==> src/rtl/compare_9_8_7_pkg.sv <==
// Shared constants and helpers for the (9,8,7) residue-number-system comparator.
package compare_9_8_7_pkg;
    localparam int MOD1    = 9;
    localparam int MOD2    = 8;
    localparam int MOD3    = 7;
    localparam int W1      = 4;
    localparam int W2      = 3;
    localparam int W3      = 3;
    localparam int RANGE   = 504;
    localparam int INV9_M8 = 1;
    localparam int INV9_M7 = 4;
    localparam int INV8_M7 = 1;

    // Bounded repeated subtraction; operands here never exceed 63.
    function automatic logic [2:0] mod7(input logic [5:0] v);
        logic [5:0] r;
        r = v;
        for (int i = 0; i < 9; i++) begin
            if (r >= 6'd7) r = r - 6'd7;
        end
        return r[2:0];
    endfunction
endpackage

==> src/rtl/compare_9_8_7_rns_to_mrc.sv <==
// Converts one residue triple into mixed-radix digits (a1, a2, a3), value = a1 + 9*a2 + 72*a3.
module rns_to_mrc
    import compare_9_8_7_pkg::*;
#(
    parameter int M1 = MOD1,
    parameter int M2 = MOD2,
    parameter int M3 = MOD3
) (
    input  logic [W1-1:0] r1,
    input  logic [W2-1:0] r2,
    input  logic [W3-1:0] r3,
    output logic [W1-1:0] a1,
    output logic [W2-1:0] a2,
    output logic [W3-1:0] a3,
    output logic          valid
);
    logic [4:0] d2;
    logic [5:0] d3;
    logic [2:0] t3;
    logic [5:0] u3;
    logic [5:0] v3;

    assign a1 = r1;

    // Bias by 8 so (r2 - a1) stays non-negative; the low 3 bits are the mod-8 result.
    assign d2 = 5'(r2) + 5'd8 - 5'(r1);
    assign a2 = d2[2:0] & 3'(INV9_M8 * 7);

    // Bias by 14 (a multiple of 7) so (r3 - a1) stays non-negative before reduction.
    assign d3 = 6'(r3) + 6'd14 - 6'(r1);
    assign t3 = mod7(d3);
    assign u3 = 6'(INV9_M7) * 6'(t3);
    assign v3 = u3 + 6'd7 - 6'(a2);
    assign a3 = mod7(6'(INV8_M7) * v3);

    assign valid = (32'(r1) < M1) && (32'(r2) < M2) && (32'(r3) < M3);
endmodule

==> src/rtl/compare_9_8_7.sv <==
// Compares two RNS(9,8,7) operands: combinational le/eq/gr plus registered copies.
module compare_9_8_7
    import compare_9_8_7_pkg::*;
#(
    parameter int M1 = MOD1,
    parameter int M2 = MOD2,
    parameter int M3 = MOD3
) (
    input  logic          clk,
    input  logic          rst_n,
    input  logic [W1-1:0] x1,
    input  logic [W2-1:0] x2,
    input  logic [W3-1:0] x3,
    input  logic [W1-1:0] y1,
    input  logic [W2-1:0] y2,
    input  logic [W3-1:0] y3,
    output logic          le,
    output logic          eq,
    output logic          gr,
    output logic          le_q,
    output logic          eq_q,
    output logic          gr_q
);
    localparam int KW = W1 + W2 + W3;

    logic [W1-1:0] xa1, ya1;
    logic [W2-1:0] xa2, ya2;
    logic [W3-1:0] xa3, ya3;
    logic          xv, yv, ok;
    logic [KW-1:0] xk, yk;

    rns_to_mrc #(.M1(M1), .M2(M2), .M3(M3)) u_mrc_x (
        .r1(x1), .r2(x2), .r3(x3), .a1(xa1), .a2(xa2), .a3(xa3), .valid(xv)
    );
    rns_to_mrc #(.M1(M1), .M2(M2), .M3(M3)) u_mrc_y (
        .r1(y1), .r2(y2), .r3(y3), .a1(ya1), .a2(ya2), .a3(ya3), .valid(yv)
    );

    // Most-significant digit first, so a plain unsigned compare is lexicographic.
    assign xk = {xa3, xa2, xa1};
    assign yk = {ya3, ya2, ya1};
    assign ok = xv & yv;

    assign le = ok & (xk <  yk);
    assign eq = ok & (xk == yk);
    assign gr = ok & (xk >  yk);

    always_ff @(posedge clk or negedge rst_n) begin
        if (!rst_n) begin
            le_q <= 1'b0;
            eq_q <= 1'b0;
            gr_q <= 1'b0;
        end else begin
            le_q <= le;
            eq_q <= eq;
            gr_q <= gr;
        end
    end
endmodule

==> config.mk <==
export PLATFORM = sky130hd
export DESIGN_NAME = compare_9_8_7
export DESIGN_NICKNAME = d
export VERILOG_FILES = /design/src/rtl/compare_9_8_7_pkg.sv /design/src/rtl/compare_9_8_7_rns_to_mrc.sv /design/src/rtl/compare_9_8_7.sv
export SDC_FILE = /design/constraint.sdc
export NUM_CORES = 1
export LEC_CHECK = 0
export CAP_MARGIN = 0
export CORE_MARGIN = 5
export CORE_UTILIZATION = 43
export DETAILED_ROUTE_END_ITERATION = 8
export GPL_ROUTABILITY_DRIVEN = 0
export MAX_ROUTING_LAYER = met4
export PLACE_DENSITY_LB_ADDON = 0.3
export SLEW_MARGIN = 40
export SYNTH_ARGS = -nofsm -noshare
export SYNTH_HDL_FRONTEND = slang
export SYNTH_HIERARCHICAL = 1
export SYNTH_SLANG_ARGS = --single-unit
==> constraint.sdc <==
create_clock -name clk -period 78.3 [get_ports clk]
set_input_delay 15.66 -clock clk [delete_from_list [all_inputs] [get_ports clk]]
set_output_delay 15.66 -clock clk [all_outputs]
set_load 0.01 [all_outputs]
==> impl_summary.md, run 1 <==
Outcome
The flow ran to the end, and the final reports show no timing, DRC or antenna violations.

Clocking
The clock passes through at most 2 buffers. The count of H-tree levels built during CTS is 1. TritonCTS built the clock tree.

In this run, post-CTS hold repair placed 0 buffers. Clock tree synthesis inserted a total of 3 buffers. Clock-pin slew was measured on the worst setup and hold paths at 30 ps.

The count of cells resized by post-cts repair is 0. The root buffer cell chosen for the clock tree is clkbuf_16. The number of setup buffers added after CTS is 0. The CTS sink count is 3.

Setup path
By startpoint and endpoint, the worst setup path is classified as in -> out. The maximum fanout along the worst path is 11. For this design, the slowest cell found on the critical path is fa_1. Data on the critical path is required at its endpoint by 62640 ps.

The data arrival time of the critical path is approximately 40000 ps. STA classifies the critical path endpoint as an output port. The buffering stage count on the worst path with inverters included is 12.

The cell with the most instances on the worst path is ha_1. The startpoint class of the critical path is an input port. The stage delay of the slowest cell on the critical path is 570 ps. The kind of cell adding the most delay to the critical path is simple AND/OR/NAND/NOR gates.

Layout
Leaving out fill and tap cells, the most frequent cell in the layout is nand2_1. In the final layout, the share of cells above drive strength 1 is 10.8%. After routing the design area is a little over 9000 µm². Leaving out fill and tap cells, the most frequent cells in the layout are nand2_1 (115), inv_1 (82), ha_1 (72), nor2_1 (65), nand3_1 (52). The net total in the final layout is around 1300.

The count of inserted antenna diode cells is 0. Compared with the post-synthesis result, the final layout area differs by 4.86%.

Synth
The number of instances in the synthesized netlist is 1219. The number of flops mapped to enable cells by yosys is 0. Of the synthesized area, sequential elements account for 0.854%. The total standard cell area after synthesis is 8790 µm². Among all flip-flop cells after synthesis, the most frequent one is dfrtp_1. The synthesized design contains 3 register bits. For this run, asynchronously set or reset flops after synthesis account for 100%. The number of warning messages in the yosys log is 6. In this run the mean area of a mapped cell was 7.21 µm². The netlist uses 105 different library cells.

Counting every net in the synthesized netlist gives 1317.

Placement
The instance area after placement is 9120 µm². The port buffer count is 27. After legalization and detailed placement, the total HPWL measured 17900 µm.

Route
The final layout contains routed wiring with a total length of 21800 µm. After detailed routing, the number of remaining DRC violations is 0. The total via count after detailed routing is 9178.

The first-pass iteration count of the detailed router is 6. After detailed routing, the number of vias per cell comes to 6.24. Once detail routing completed, the nets flagged for antenna violations numbered 0. The first routing iteration left 506 violations.

In the final routed layout, each cell accounts on average for 14.8 µm.

Global routing
Global routing consumed, over all layers together, 18.2% of the routing resources. The number of antenna violations at the first check in global routing is 0. Entering global routing, the biggest net connects 14 pins. The first global-routing pass estimated 38000 µm of wire. After global routing the overflow that remains totals 0.

The number of global-route vias before repair is between 8000 and 9000.

Floorplanning
The area inside the core boundary is roughly 20000 µm². The count of pins on the block boundary is 28. From bottom edge to top edge, the die measures 153 µm. Row generation in the floorplan step produced 52 rows. The floorplan step defined a die boundary enclosing 23400 µm².

The horizontal extent of the die is between 150 and 200 µm. The starting density of the core is 43.6%.

Timing
In the finished design, the share of the clock period the worst path needs comes to 70.5%. Setup total negative slack on the finished layout was measured at 0 ps. The final number of hold-violating endpoints is 0. The worst path needs 55170 ps of the cycle, external delays included. For the pin with the worst max-slew slack, the measured transition is 717 ps. Setup repair after global routing left no endpoint under its margin. The number of setup violations in the final report is 0. The max-slew violation count was 0. For this run, the top clock speed supported by timing is approximately 0.018 GHz. The worst slew margin relative to its limit is 51.8%.

Job
The tool flagged a number of max-cap violations equal to 0.

Hold path
The min-delay analysis places its worst path in the category in -> async.
[registers in the layout, summed over array words and instances (netlist names)]
name / cells
gr_q: 1
le_q: 1
eq_q: 1
[per-stage QoR]
stage          util (%)  instances  setup WS, ps  hold WS (ps)
6_report           45.7       1472         23130         15620
5_1_grt            45.7       1472         21230         15630
4_1_cts            45.6       1472         23180         15620
3_5_place_dp       45.2       1468         23290         15850
3_3_place_gp       45.2       1468         23410         15860
2_1_floorplan         -       1219         26460         15360
[synthesized netlist by cell type, drive strengths merged, types with 22 or more instances]
master,number,area (µm²)
nand2b,25,156
o211ai,24,200
nand2,117,444
a211oi,24,225
mux2i,24,255
nor2,65,244
xnor2,42,383
nand3,54,280
and2,26,163
nor3,44,243
inv,82,308
a21oi,60,334
buf,36,228
ha,72,901
o21ai,64,350
a31oi,26,163
or3,22,158
mux2,46,541
[metal layers]
layer  wire length [µm]  vias to the layer above  GRT usage [%]
li1                   -                     4687              -
met1              10900                     4269           25.7
met2               9930                      208           29.8
met3                820                       14           1.02
met4                165                        0           2.16
met5                  0                        -              -
[area by class of cell]
class / count / area, µm²
fill: 2052 / 11000
clock buffer: 4 / 78.8
tap: 270 / 338
inverter: 82 / 308
sequential: 3 / 75.1
multi-input combinational: 1086 / 8140
timing repair buffer: 27 / 270
[how the worst max path moves through the flow]
stage	startpoint	end	slack (ps)	depth (start not counted)
2_1_floorplan	x3[1]	le	26460	100
3_5_place_dp	y1[1]	le	23290	95
4_1_cts	y1[1]	le	23180	96
6_report	y1[1]	le	23130	95
5_1_grt	y1[1]	le	21230	96
3_3_place_gp	y1[1]	le	23410	96
[logic make-up (layout without fill, tap and decap cells)]
| kind of cell | after synthesis | after routing | share of synthesized area, % |
|---|---|---|---|
| compound gates | 419 | 419 | 37.8 |
| xor+xnor | 56 | 56 | 5.75 |
| fa+ha+maj | 76 | 76 | 11.2 |
| buf+inv | 130 | 113 | 6.61 |
| flops | 3 | 3 | 0.854 |
| mux | 70 | 70 | 9.06 |
| simple gates | 465 | 465 | 28.7 |
Power of run 1 is left out: the tool's default activity adds up to more than one toggle a clock period on the data nets, which glitch-free logic cannot reach.
==> run 2: changes to the inputs <==
Clock period 78.3 ns to 56.1 ns, I/O delays scaled along.
==> run 2 against run 1 <==
  * Sequential share of layout area did not move
  * Critical path depth up 2
  * Worst setup slack got worse by 13000 ps
  * Die area stayed put
  * First-iteration DRC count shrank 15%
  * Design area is the same
  * Non-clock buffer count did not move
  * Flip-flop and latch count stayed put
==> impl_summary.md, run 2 (synthesis gave the netlist of run 1 again) <==
Setup path
The type of the setup path with the least slack is in -> out. The launch point of the worst path is y1[1]. The maximum fanout along the worst path is 11. The slowest stage of the critical path is the fa_1 cell. The critical path ends at le. The data arrival time of the critical path is 35000 ps. STA classifies the critical path startpoint as an input port. For the worst setup path, the data required time is 44880 ps.

Counting stages on the worst path, the most repeated cell is ha_1. On the worst path, the slowest cell contributes a delay of approximately 570 ps. The type of destination of the critical path is an output port.

Timing
At the pin with the least slew margin, the transition time is roughly 770 ps. The final number of hold-violating endpoints came to 0. The max-slew violation count is 0. The worst slew margin relative to its limit is between 40% and 50%. Derived from the worst setup path, the maximum achievable clock frequency is 0.0216 GHz. The time the final worst path needs with I/O delays and setup is 46220 ps.

The number of setup violations in the final report is 0. Setup repair after global routing left no endpoint under its margin. The share of the clock period used by the worst path is 82.4%. The final hold slack is 11180 ps. The total negative setup slack is 0 ps.

Global routing
The remaining global-route overflow is 0. The first global-routing pass estimated 37800 µm of wire. The aggregate global-route resource usage is 18.1%. The number of antenna violations at the first check in global routing came to 0.

The number of global-route vias before repair came to 8322. The maximum number of pins on one net before global-route repair is 14.

Placement
The sum of net half-perimeters after detailed placement is 17900 µm. The placed cell count is 1468. Port buffering added 27 buffers. After detailed placement, the total cell area comes to 9120 µm².

Floorplanning
The count of pins on the block boundary is 28. The area inside the core boundary is 20200 µm². The floorplan step defined a die boundary enclosing 23400 µm². The vertical extent of the die is 153 µm. The horizontal extent of the die is 153 µm.

The starting density of the core is 43.6%. The number of placement rows is 52.

Clocking
The CTS tree is done. The number of buffers inserted during clock tree synthesis is 3. Clock tree synthesis selected as its root buffer the cell clkbuf_16. The maximum number of buffers from clock root to sink is 2. Clock-pin slew was measured on the worst setup and hold paths at 30 ps. Buffers inserted to repair hold after CTS numbered 0.

The CTS sink count is 3. The count of cells resized by post-cts repair is 0. In this run the number of H-tree levels came out at 1. The post-CTS setup-driven buffer insertion count is 0.

Route
After detailed routing, the number of remaining DRC violations is 0. The per-cell routed wire length is 14.9 µm. The mean number of vias per cell is about 6.2. The residual antenna-violating net count after detailed routing is 0.

For this block, the routed nets add up to between 20000 and 25000 µm of wire. The first-pass iteration count of the detailed router is 5. In this run, the number of DRC markers left after iteration 0 of detailed routing was 428. The total via count after detailed routing is 9170.

Layout
Of the cells placed in the final design, the portion with a size suffix greater than 1 is a little over a tenth. After filler insertion, the fill cell instance count of the layout stands at 2067. The number of antenna diodes in the final layout is 0. The count of cells in the finished layout, fillers not included, comes to ~1500. The largest registers in the layout are eq_q: 1 flops, gr_q: 1 flops, le_q: 1 flops. Leaving out fill and tap cells, the most frequent cell in the layout is nand2_1. The top cell types in the final layout, fill and taps aside, are nand2_1 (115), inv_1 (82), ha_1 (72), nor2_1 (65), nand3_1 (52). The final instance area is between 9000 and 10000 µm². The net total in the final layout is 1301. The relative area change from synthesis to final layout is 4.86%.

Hold path
In this run the worst hold path is classified as in -> async.

Outcome
The flow ran to the end, and the final reports show no timing, DRC or antenna violations.

Job
Max-cap violations in this run came to 0.
[run 2: cell counts in the layout (fill, tap and decap cells not counted)]
Identical to the previous run, type by type.
[run 2: per-layer routing]
layer  part of all wire (%)  up-vias  wire, µm  global-route usage (%)
li1                       -     4686         -                       -
met1                     50     4238     11000                    25.5
met2                     45      229      9860                    29.4
met3                    4.0       17       869                    1.02
met4                    1.0        0       221                    2.63
met5                      0        -         0                       -
[run 2: how the worst min path moves through the flow]
stage / slack, ps / cells past startpoint / to / startpoint
CTS: 11180 / 1 / eq_q / rst_n
global placement: 11420 / 1 / eq_q / rst_n
detailed placement: 11410 / 1 / eq_q / rst_n
finish: 11180 / 1 / eq_q / rst_n
global route: 11200 / 1 / gr_q / rst_n
floorplan: 10920 / 0 / eq_q / rst_n
[run 2: through the flow]
step / util (%) / setup slack, ps
global route: 45.7 / 8100
global placement: 45.2 / 10100
finish: 45.7 / 9880
CTS: 45.6 / 9930
floorplan: - / 13140
detailed placement: 45.2 / 10040
[run 2: area by class of cell]
cell class | instances | area (µm²) | area share, %
flip-flops and latches | 3 | 75.1 | 0.815
inverters | 82 | 308 | 3.34
clock buffers | 4 | 78.8 | 0.856
well taps | 270 | 338 | 3.67
multi-input cells | 1086 | 8140 | 88.4
repair buffers | 27 | 270 | 2.93
[run 2: worst max-delay path: cells and delay by family]
family / cells / cell delay (ps)
and+or+nand+nor: 26 / 6270
adders and majority gates: 22 / 6200
AOI/OAI and AO/OA: 18 / 3510
muxes: 10 / 3460
buffers and inverters: 14 / 2170
xor gates and xnor gates: 7 / 2140
Power of run 2 is left out for the same reason.
